===== config.mk =====
export PLATFORM = sky130hd
export DESIGN_NAME = pipe_ctrl
export DESIGN_NICKNAME = d
export VERILOG_FILES = /design/src/rtl/pipe_ctrl_pkg.sv /design/src/rtl/pipe_hazard_det.sv /design/src/rtl/pipe_ctrl.sv
export SDC_FILE = /design/constraint.sdc
export NUM_CORES = 1
export LEC_CHECK = 0
export ABC_CLOCK_PERIOD_IN_PS = 2000
export BUFFER_PORTS_ARGS = -buffer_cell sky130_fd_sc_hd__buf_2
export CORE_MARGIN = 5
export CORE_UTILIZATION = 47
export DETAILED_ROUTE_END_ITERATION = 12
export GPL_TIMING_DRIVEN = 0
export PLACE_DENSITY = 0.9
export SYNTH_ARGS = -nofsm -noshare
export SYNTH_HDL_FRONTEND = slang
export SYNTH_SLANG_ARGS = --single-unit

===== constraint.sdc =====
create_clock -name clk_i -period 2 [get_ports clk_i]
set_input_delay 0.1 -clock clk_i [delete_from_list [all_inputs] [get_ports clk_i]]
set_output_delay 0.1 -clock clk_i [all_outputs]
set_load 0.1 [all_outputs]

===== src/rtl/pipe_ctrl_pkg.sv =====
// Shared types and constants for the pipeline hazard/stall controller.
package pipe_ctrl_pkg;

  localparam int unsigned REG_W       = 5;
  localparam int unsigned MDU_LAT_DEF = 4;
  localparam int unsigned MDU_CNT_W   = 4;

  typedef enum logic [1:0] {
    ST_RUN      = 2'd0,
    ST_MDU_BUSY = 2'd1,
    ST_MEM_WAIT = 2'd2
  } state_e;

endpackage


===== src/rtl/pipe_hazard_det.sv =====
// Load-use hazard compare between the load in EX and the instruction in ID.
module pipe_hazard_det
  import pipe_ctrl_pkg::*;
(
  input  logic             ex_mem_read,
  input  logic [REG_W-1:0] ex_rt,
  input  logic [REG_W-1:0] id_rs,
  input  logic [REG_W-1:0] id_rt,
  input  logic             id_uses_rt,
  output logic             load_use
);

  // Register 0 is hardwired, so a load targeting it never creates a hazard.
  assign load_use = ex_mem_read && (ex_rt != REG_W'(0)) &&
                    ((ex_rt == id_rs) || (id_uses_rt && (ex_rt == id_rt)));

endmodule


===== src/rtl/pipe_ctrl.sv =====
// Pipeline stall/flush controller: memory wait, branch flush, MDU occupancy, load-use.
// Optional PIPE_CTRL_PERF_EN adds saturating stall/flush performance counters.
module pipe_ctrl
  import pipe_ctrl_pkg::*;
#(
  parameter int unsigned MDU_LAT = MDU_LAT_DEF,
  parameter int unsigned CNT_W   = 16
) (
  input  logic             clk_i,
  input  logic             rst_n,
  input  logic [REG_W-1:0] id_rs_i,
  input  logic [REG_W-1:0] id_rt_i,
  input  logic             id_uses_rt_i,
  input  logic             ex_mem_read_i,
  input  logic [REG_W-1:0] ex_rt_i,
  input  logic             ex_branch_taken_i,
  input  logic             ex_mdu_i,
  input  logic             mem_req_i,
  input  logic             dmem_ready_i,
  output logic             pc_hold_o,
  output logic             ifid_hold_o,
  output logic             idex_hold_o,
  output logic             exmem_hold_o,
  output logic             ifid_flush_o,
  output logic             idex_flush_o,
  output logic             memwb_flush_o,
  output logic             mdu_done_o
`ifdef PIPE_CTRL_PERF_EN
  ,
  output logic [CNT_W-1:0] stall_cnt_o,
  output logic [CNT_W-1:0] flush_cnt_o
`endif
);

  localparam logic [MDU_CNT_W-1:0] MDU_LOAD = MDU_CNT_W'(MDU_LAT - 2);

  if (MDU_LAT < 2 || MDU_LAT > 16 || CNT_W < 1) begin : g_param_check
    $error("pipe_ctrl: illegal parameter value");
  end

  state_e               state, state_nxt, eff_state;
  logic                 ret_busy, ret_busy_nxt;
  logic [MDU_CNT_W-1:0] cnt, cnt_nxt;
  logic                 mem_wait;
  logic                 load_use;

  assign mem_wait = mem_req_i && !dmem_ready_i;

  pipe_hazard_det u_hazard (
    .ex_mem_read (ex_mem_read_i),
    .ex_rt       (ex_rt_i),
    .id_rs       (id_rs_i),
    .id_rt       (id_rt_i),
    .id_uses_rt  (id_uses_rt_i),
    .load_use    (load_use)
  );

  // Once memory is ready, the MEM_WAIT cycle already behaves as the saved state.
  always_comb begin
    eff_state = state;
    if (state == ST_MEM_WAIT) eff_state = ret_busy ? ST_MDU_BUSY : ST_RUN;
  end

  always_ff @(posedge clk_i or negedge rst_n) begin
    if (!rst_n) begin
      state    <= ST_RUN;
      ret_busy <= 1'b0;
      cnt      <= '0;
    end else begin
      state    <= state_nxt;
      ret_busy <= ret_busy_nxt;
      cnt      <= cnt_nxt;
    end
  end

  always_comb begin
    state_nxt    = eff_state;
    ret_busy_nxt = ret_busy;
    cnt_nxt      = cnt;
    if (mem_wait) begin
      state_nxt = ST_MEM_WAIT;
      if (state != ST_MEM_WAIT) ret_busy_nxt = (state == ST_MDU_BUSY);
    end else begin
      case (eff_state)
        ST_RUN: begin
          if (!ex_branch_taken_i && ex_mdu_i && (MDU_LAT > 2)) begin
            state_nxt = ST_MDU_BUSY;
            cnt_nxt   = MDU_LOAD;
          end
        end
        ST_MDU_BUSY: begin
          cnt_nxt = cnt - MDU_CNT_W'(1);
          if (cnt == MDU_CNT_W'(1)) state_nxt = ST_RUN;
        end
        default: state_nxt = ST_RUN;
      endcase
    end
  end

  // Output decode; reset forces every output low at once.
  always_comb begin
    pc_hold_o     = 1'b0;
    ifid_hold_o   = 1'b0;
    idex_hold_o   = 1'b0;
    exmem_hold_o  = 1'b0;
    ifid_flush_o  = 1'b0;
    idex_flush_o  = 1'b0;
    memwb_flush_o = 1'b0;
    mdu_done_o    = 1'b0;
    if (mem_wait) begin
      pc_hold_o     = 1'b1;
      ifid_hold_o   = 1'b1;
      idex_hold_o   = 1'b1;
      exmem_hold_o  = 1'b1;
      memwb_flush_o = 1'b1;
    end else begin
      case (eff_state)
        ST_RUN: begin
          if (ex_branch_taken_i) begin
            ifid_flush_o = 1'b1;
            idex_flush_o = 1'b1;
          end else if (ex_mdu_i) begin
            pc_hold_o   = 1'b1;
            ifid_hold_o = 1'b1;
            idex_hold_o = 1'b1;
            mdu_done_o  = (MDU_LAT == 2);
          end else if (load_use) begin
            pc_hold_o    = 1'b1;
            ifid_hold_o  = 1'b1;
            idex_flush_o = 1'b1;
          end
        end
        ST_MDU_BUSY: begin
          pc_hold_o   = 1'b1;
          ifid_hold_o = 1'b1;
          idex_hold_o = 1'b1;
          mdu_done_o  = (cnt == MDU_CNT_W'(1));
        end
        default: ;
      endcase
    end
    if (!rst_n) begin
      pc_hold_o     = 1'b0;
      ifid_hold_o   = 1'b0;
      idex_hold_o   = 1'b0;
      exmem_hold_o  = 1'b0;
      ifid_flush_o  = 1'b0;
      idex_flush_o  = 1'b0;
      memwb_flush_o = 1'b0;
      mdu_done_o    = 1'b0;
    end
  end

`ifdef PIPE_CTRL_PERF_EN
  // Saturating counters of stalled cycles and cycles with any bubble inserted.
  always_ff @(posedge clk_i or negedge rst_n) begin
    if (!rst_n) begin
      stall_cnt_o <= '0;
      flush_cnt_o <= '0;
    end else begin
      if (pc_hold_o && (stall_cnt_o != '1)) stall_cnt_o <= stall_cnt_o + CNT_W'(1);
      if ((ifid_flush_o || idex_flush_o || memwb_flush_o) && (flush_cnt_o != '1))
        flush_cnt_o <= flush_cnt_o + CNT_W'(1);
    end
  end
`endif

endmodule


==> results of run 1 <==
-- sequential cells by signal (all words and copies together) (netlist names) --
name	cells
state	2
ret_busy	1
cnt	4
-- how the worst min path moves through the flow --
stage	slack [ns]	cells after the start	end	start
global route	0.26	2	cnt[1]$_DFFE_PN0P_	rst_n
detailed placement	-0.03	1	ret_busy$_DFFE_PN0P_	rst_n
CTS	0.23	2	cnt[1]$_DFFE_PN0P_	rst_n
finish	0.23	2	cnt[1]$_DFFE_PN0P_	rst_n
global placement	-0.03	1	cnt[2]$_DFFE_PN0P_	rst_n
floorplan	-0.20	0	cnt[0]$_DFFE_PN0P_	rst_n
-- metal layers --
layer	vias to the layer above	track usage
li1	326	-
met1	295	0.207
met5	-	0
met4	0	0.105
met2	18	0.309
met3	6	0.0307
-- what timing repair did --
item / in CTS / in global routing
hold endpoints to repair: 7 / 0
hold buffers: 1 / 0
pin swaps: 0 / 0
resized for setup: 1 / 6
endpoints found under the setup margin: 1 / 3
-- cell usage in the layout, fill, tap and decap left out, types with 2 or more instances in the layout --
master      n
o211ai_1    2
xor2_1      9
dfrtp_1     6
nand2_1     3
inv_1       5
clkbuf_4    5
a21oi_2     2
buf_2      26
buf_4       4
o21ai_0     2
ha_1        2
nor2_2      2
o2111ai_1   2
nor4_1      2
o21ai_1     2
nor2_1      2
o21a_1      2
nand2b_1    4
-- critical path, stage by stage (launching register included) --
cell and delay [ns]:
dfrtp_2 0.46, and2b_4 0.21, o31a_2 0.33, o21bai_2 0.19, buf_4 0.14, buf_4 0.22
-- cell families (layout without fill, tap and decap cells) --
| group | Yosys count | in the layout | share of synthesized area |
|---|---|---|---|
| buffers and inverters | 8 | 43 | 0.0648 |
| and+or+nand+nor | 21 | 21 | 0.189 |
| muxes | 2 | 2 | 0.0393 |
| AOI/OAI and AO/OA | 21 | 21 | 0.255 |
| xor gates and xnor gates | 10 | 10 | 0.138 |
| adders and majority gates | 2 | 2 | 0.0393 |
| DFF | 7 | 7 | 0.275 |
-- cell type report --
| class | count | area share |
|---|---|---|
| multi-input cells | 56 | 0.500 |
| flip-flops and latches | 7 | 0.202 |
| repair buffers | 31 | 0.199 |
| clock buffers | 4 | 0.0301 |
| plain buffers | 3 | 0.0258 |
| inverters | 5 | 0.0215 |
| well taps | 15 | 0.0215 |
-- power by group --
group / leakage [nW] / internal, mW / switching (mW) / total [mW]
Clock: 0.0150 / 0.0763 / 0.0547 / 0.131
Combinational: 0.318 / 0.139 / 0.226 / 0.364
Sequential: 0.0878 / 0.179 / 0.0454 / 0.224
Total: 0.421 / 0.394 / 0.326 / 0.720
==> impl_metrics.ini, run 1 <==
[status]
outcome = finished clean

[logic_synthesis]
synth_top_cell_area_share = 0.275
synth_enable_flop_cells = 0
synth-seq-cells = 7
synth_fp_nets = 96
yosys_warnings = 0
yosysMostFrequentCell = xor2_1
synthCells = 71
synth-seq-area-share = 0.275
synth_commonest_cells = xor2_1, dfrtp_1, inv_1, nand2b_1, nor2_1
ys_types = 35
avgSynthCellArea_um2 = 8.97
synth_area_um2 = 637
synthTopCellsByArea = dfrtp_1, xor2_1, ha_1, nand2b_1, buf_4
yosysTopAreaCell = dfrtp_1
synthFlopType = dfrtp_1
ys_async_sr_fraction = 1.00

[grt]
grt_usage = 0.179
grt_max_degree = 13
antenna_found_initial = 0
overflow = 0
grt_pass1_vias = 676
grt_pass1_wl_um = 2800

[clock_network]
h-tree-depth = 1
clk_pin_slew_ns = 0.05
numClockSinks = 7
clk_path_buf_depth = 2
numCtsBuffers = 3
tritoncts = yes
postCtsSetupBuffers = 0
cts_root_buf = clkbuf_4
clk_latency_ns = 0.25

[setup_path]
r2r-start = state[1]$_DFF_PN0_
r2r-end = cnt[1]$_DFFE_PN0P_
rrSetupSlack_ns = 0.58
path_max_fanout = 8
r2r_cells = 4
critPathLaunch = state[0]$_DFF_PN0_
required_ns = 1.90
critical_path_class = reg2out
crit_arrival_ns = 1.80
end_kind = output port
worstSetupEndpoint = pc_hold_o
startpoint_type = register

[detailed_routing]
via_count = 645
met2_length_um = 903
drc = 0
route.detailed.vias_per_inst = 5.33
maxUsedRoutingLayer = met4
wl_per_cell_um = 13.5
wl_met3_um = 77
antenna_left = 0
wl_um = 1630
dr.pass1.iters = 4
met1_length_um = 617
drt_iter0_drc = 5

[final_layout]
multi_input_area_um2 = 437
drive_gt1_frac = 0.453
fin_util = 0.680
insertedDiodeCount = 0
num-nets-final = 132
fill_cells = 110
regArea_um2 = 176
finalNonFillerCells = 121
fin_area_um2 = 873
syn2layout_area_growth_pct = 37.1

[sta]
setup_tns_ns = 0
slew_viol_final = 0
final_hold_viol_count = 0
layout_setup_ws_ns = 0.0990
fin_crit_sh = 0.951
max_slew.worst_pin.slew_ns = 0.492
slew_headroom = 0.674
hold_ws_ns = 0.233
rsz0062_at_grt = no
min_period_ns = 1.90
finClkSkew_ns = 0.00116
clock.fmax_mhz = 526
setup_viol = 0

[floorplan]
start_util = 0.496
fp.dieH_um = 46.8
ios = 31
core_mm2 = 0.00128
dieArea_mm2 = 0.00219
die_x_um = 46.8
fp-row-count = 13

[placed_design]
placed_area_um2 = 822
dp.cells = 116
gp_congestion = 0.790
numPortBuffers = 30
dp_hpwl_um = 1330
pre_cts_slack_ns = 0.209

[power_and_ir_drop]
fin_total_pwr_uw = 720
power.density_mw_per_mm2 = 824
ir_drop_uv = 472
p_leak_nw = 0.421

[worst_hold_path]
hold_path.class = in2async

[run]
max-cap-violations = 0
Note: power is estimated with default switching activity, not from simulation.
==> run 2: changes to the inputs <==
==> constraint.sdc (replaced) <==
create_clock -name clk_i -period 2 [get_ports clk_i]
set_input_delay 0.5 -clock clk_i [delete_from_list [all_inputs] [get_ports clk_i]]
set_output_delay 0.5 -clock clk_i [all_outputs]
set_load 0.1 [all_outputs]
==> impl_metrics.ini, run 2 (same netlist as run 1, synthesis figures left out) <==
[placed_design]
dp.cells = 116
numPortBuffers = 30
gp_congestion = 0.817
dp_hpwl_um = 1390
pre_cts_slack_ns = -0.615

[clock_network]
tritoncts = yes
numClockSinks = 7
h-tree-depth = 1
cts_hold_buf = 0
cts_root_buf = clkbuf_4
clk_pin_slew_ns = 0.06
clk_latency_ns = 0.26
clk_path_buf_depth = 2
numCtsBuffers = 3

[sta]
layout_setup_ws_ns = -0.349
setup_viol = 3
min_period_ns = 2.35
slew_viol_final = 0
slew_headroom = 0.742
clock.fmax_mhz = 426
rsz0062_at_grt = yes
final_hold_viol_count = 0
finClkSkew_ns = 0.00847
max_slew.worst_pin.slew_ns = 0.383
fin_crit_sh = 1.17

[detailed_routing]
drc = 0
via_count = 808
met2_length_um = 1590
dr.pass1.iters = 4
drt_iter0_drc = 27
wl_per_cell_um = 23.7
wl_um = 3050
route.detailed.vias_per_inst = 6.26
antenna_left = 0
wl_met3_um = 202
met1_length_um = 1050
maxUsedRoutingLayer = met4

[floorplan]
die_x_um = 46.8
fp-row-count = 13
dieArea_mm2 = 0.00219
start_util = 0.496
core_mm2 = 0.00128
ios = 31
fp.dieH_um = 46.8

[final_layout]
reg_top3 = cnt x4, state x2, ret_busy x1
num-nets-final = 140
mostFrequentLayoutCell = buf_2
regMostFlops = cnt
final_cell_mix = buf_2, buf_4, buf_6
syn2layout_area_growth_pct = 90.0
drive_gt1_frac = 0.632
insertedDiodeCount = 0
largest_reg_flops = 4
finalNonFillerCells = 129

[power_and_ir_drop]
fin_total_pwr_uw = 931
ir_drop_uv = 691
power.density_mw_per_mm2 = 769
p_leak_nw = 0.517

[status]
violations = negative setup slack
outcome = complete, but fails checks

[grt]
grt_pass1_wl_um = 3680
overflow = 0
grt_max_degree = 13
antenna_found_initial = 0
grt_pass1_vias = 732
grt_usage = 0.253

[setup_path]
required_ns = 1.50
critical_path_class = in2out
crit_arrival_ns = 1.85
path_max_fanout = 3
end_kind = output port
rrSetupSlack_ns = 0.50
startpoint_type = primary input

[worst_hold_path]
hold_path.class = in2async

[run]
max-cap-violations = 0
-- run 2: cell count changes in the layout (fill, tap and decap cells not counted), moves of 2 or more --
cell,delta
clkbuf_4,-2
xor2_2,+2
buf_8,+3
nor2_2,-2
nor2_4,+2
buf_6,+7
a21oi_4,+2
buf_2,-10
buf_12,+5
xor2_1,-2
buf_4,+6
-- run 2: final cells by class --
cell class              count  area, um^2
plain buffers               3        42.5
clock buffers               4        26.3
fillers                    46        75.1
inverters                   5        18.8
multi-input cells          56         578
flip-flops and latches      7         178
well taps                  15        18.8
repair buffers             39         348
-- run 2: worst paths after layout --
check,end,start,cells after the start
worst min-delay path,cnt[2]$_DFFE_PN0P_,rst_n,1
worst max register to register,cnt[1]$_DFFE_PN0P_,state[1]$_DFF_PN0_,5
worst max-delay path,pc_hold_o,ex_rt_i[2],6
max in group asynchronous,state[0]$_DFF_PN0_,rst_n,1
min in group clk_i,cnt[2]$_DFFE_PN0P_,cnt[2]$_DFFE_PN0P_,1
worst min register to register,cnt[2]$_DFFE_PN0P_,cnt[2]$_DFFE_PN0P_,1
-- run 2: metrics by stage --
| step | TNS [ns] | area, um^2 | hold slack, ns | utilization |
|---|---|---|---|---|
| 4_1_cts | -0.773 | 1090 | 0.119 | 0.850 |
| 3_5_place_dp | -1.99 | 895 | 0.391 | 0.696 |
| 3_3_place_gp | -1.74 | 895 | 0.390 | 0.696 |
| 2_1_floorplan | -0.953 | 726 | 0.204 | - |
| 5_1_grt | -1.03 | 1210 | 0.128 | 0.942 |
| 6_report | -0.902 | 1210 | 0.129 | 0.942 |
-- run 2: power breakdown --
group | leakage, nW | switching, mW | internal (mW) | total [mW]
logic | 0.416 | 0.310 | 0.244 | 0.554
registers | 0.0865 | 0.0629 | 0.179 | 0.242
clock network | 0.0150 | 0.0581 | 0.0765 | 0.135
-- run 2: timing repair --
item,in CTS,in global routing
setup buffers,4,5
pin swaps,7,9
resized for setup,33,19
setup endpoints to repair,8,7
-- run 2: metal layers --
| metal | up-vias | track usage |
|---|---|---|
| met1 | 394 | 0.274 |
| li1 | 340 | - |
| met3 | 24 | 0.0690 |
| met5 | - | 0 |
| met4 | 0 | 0.160 |
| met2 | 50 | 0.431 |
-- run 2: worst max-delay path, stage by stage --
cell and delay, ns:
buf_8 0.11, or4_4 0.57, o2111ai_4 0.24, o21bai_4 0.13
buf_12 0.14, buf_12 0.15
==> run 3: changes to the inputs <==
--- a/config.mk
+++ b/config.mk
@@ -11,7 +11,8 @@
 export CORE_UTILIZATION = 47
 export DETAILED_ROUTE_END_ITERATION = 12
 export GPL_TIMING_DRIVEN = 0
-export PLACE_DENSITY = 0.9
+export PLACE_DENSITY = 0.91
 export SYNTH_ARGS = -nofsm -noshare
 export SYNTH_HDL_FRONTEND = slang
+export SYNTH_HIERARCHICAL = 1
 export SYNTH_SLANG_ARGS = --single-unit
==> impl_metrics.ini, run 3 <==
[power_and_ir_drop]
p_sw_uw = 457
power.density_mw_per_mm2 = 900
pwr-share-comb = 0.600
swShare = 0.450
pwr-share-seq = 0.269
fin_total_pwr_mw = 1.01
p_clk_frac = 0.131
p_leak_nw = 0.526
ir_drop_uv = 623
power.internal_uw = 558

[grt]
overflow = 0
grt_pass1_vias = 654
grt_pass1_wl_um = 2720
antenna_found_initial = 0
grt_max_degree = 13
grt_usage = 0.178

[final_layout]
regArea_um2 = 178
num-nets-final = 138
syn2layout_area_growth_pct = 83.1
multi_input_area_um2 = 529
insertedDiodeCount = 0
drive_gt1_frac = 0.643
mostFrequentLayoutCell = buf_2
regMostFlops = cnt
fill_cells = 55
final_cell_mix = buf_2, buf_6, buf_4
reg_top3 = cnt x4, state x2, ret_busy x1
largest_reg_flops = 4
finalNonFillerCells = 127

[detailed_routing]
wl_per_cell_um = 14.6
via_count = 676
wl_um = 1850
route.detailed.vias_per_inst = 5.32
drc = 0
drt_iter0_drc = 3
dr.pass1.iters = 5
antenna_left = 0

[floorplan]
fp.dieH_um = 46.2
core_mm2 = 0.00127
fp-row-count = 13
dieArea_mm2 = 0.00213
start_util = 0.485
die_x_um = 46.2
ios = 31

[sta]
slew_headroom = 0.808
fin_crit_sh = 1.29
rsz0062_at_grt = yes
finClkSkew_ns = 0.00126
max_slew.worst_pin.slew_ns = 0.287
final_hold_viol_count = 0
slew_viol_final = 0
min_period_ns = 2.59
clock.fmax_mhz = 387
layout_setup_ws_ns = -0.586
setup_viol = 5
setup_tns_ns = -1.50

[clock_network]
cts_root_buf = clkbuf_4
clk_pin_slew_ns = 0.05
numClockSinks = 7
clk_latency_ns = 0.26
numCtsBuffers = 3
clk_path_buf_depth = 2
tritoncts = yes
h-tree-depth = 1

[placed_design]
gp_congestion = 0.745
numPortBuffers = 30
dp.cells = 115
pre_cts_slack_ns = -0.795
dp_hpwl_um = 1250

[logic_synthesis]
synthCells = 70
yosysTopAreaCell = dfrtp_1
synthFlopType = dfrtp_1
yosys_warnings = 6
synth_commonest_cells = dfrtp_1, xor2_1, a21oi_1, inv_1, nor2_1
synthTopCellsByArea = dfrtp_1, xor2_1, a2111oi_4, xnor2_1, a21oi_1
synth_fp_nets = 95
synth_top_cell_area_share = 0.285
synth_enable_flop_cells = 0
synth-seq-area-share = 0.285
avgSynthCellArea_um2 = 8.79
ys_async_sr_fraction = 1.00
synth-seq-cells = 7
ys_types = 31
synth_area_um2 = 616

[setup_path]
end_kind = output port
startpoint_type = primary input
critical_path_class = in2out
required_ns = 1.50
path_max_fanout = 3
crit_arrival_ns = 2.09

[status]
violations = negative setup slack
outcome = complete, but fails checks

[run]
max-cap-violations = 0

[worst_hold_path]
hold_path.class = in2async
run 3: final cells by class:
| type | instances | area share |
|---|---|---|
| inverter | 5 | 0.0166 |
| buffer | 2 | 0.0277 |
| timing repair buffer | 38 | 0.289 |
| multi-input combinational | 56 | 0.469 |
| clock buffer | 4 | 0.0233 |
| tap | 15 | 0.0166 |
| sequential | 7 | 0.158 |
run 3: per-stage QoR:
| step | hold WS [ns] | area, um^2 | util |
|---|---|---|---|
| after global routing | 0.111 | 1130 | 0.889 |
| after global placement | 0.369 | 838 | 0.661 |
| after CTS | 0.0932 | 1010 | 0.795 |
| final | 0.102 | 1130 | 0.889 |
| after floorplan | 0.204 | 669 | - |
| after detailed placement | 0.373 | 838 | 0.661 |
run 3: power by group through the flow:
stage / combinational, mW / sequential (mW) / clock (mW)
finish: 0.609 / 0.273 / 0.133
global route: 0.652 / 0.280 / 0.147
CTS: 0.512 / 0.267 / 0.138
detailed placement: 0.442 / 0.263 / 0
global placement: 0.431 / 0.259 / 0
floorplan: 0.363 / 0.251 / 0
run 3: final timing paths:
kind,to,depth (start not counted),slack [ns],start
setup / recovery,pc_hold_o,10,-0.59,ex_rt_i[1]
hold / removal,cnt[0]$_DFFE_PN0P_,1,0.10,rst_n
setup reg to reg,cnt[3]$_DFFE_PN0P_,4,0.60,state[1]$_DFF_PN0_
hold reg to reg,cnt[1]$_DFFE_PN0P_,2,0.58,cnt[1]$_DFFE_PN0P_
max in group asynchronous,state[1]$_DFF_PN0_,1,1.68,rst_n
min in group clk_i,cnt[1]$_DFFE_PN0P_,2,0.58,cnt[1]$_DFFE_PN0P_
run 3: timing repair:
action                     in CTS  in global routing
setup endpoints to repair       8                  8
resized for setup              35                 20
hold buffers                    0                  0
setup buffers                   4                  5
pin swaps                       3                  6
run 3: kinds of logic after synthesis:
kind of cell             Yosys count  synth area share
AND/OR/NAND/NOR                   26             0.236
adder cells (fa/ha/maj)            2            0.0406
XOR/XNOR                          10             0.142
multiplexers                       2            0.0406
flip-flops                         7             0.285
buffers and inverters              7            0.0549
AO/OA/AOI/OAI                     16             0.201
run 3: critical path, cell delays in order:
cell and delay [ns]:
buf_8 0.10, or4_4 0.52, o21ai_2 0.14, a21oi_2 0.06, nor2_1 0.14, o21ai_2 0.09, a21oi_2 0.20, nor2b_4 0.07
buf_12 0.12, buf_12 0.15
run 3: routing by layer:
metal  vias to the layer above  routed length [um]  GRT usage  share of wire
met1                       315                 687      0.194           0.37
met2                        30                1040      0.321           0.56
met4                         0                  15     0.0682         0.0081
met3                         2                 110     0.0469          0.059
li1                        329                   -          -              -
met5                         -                   0          0              0
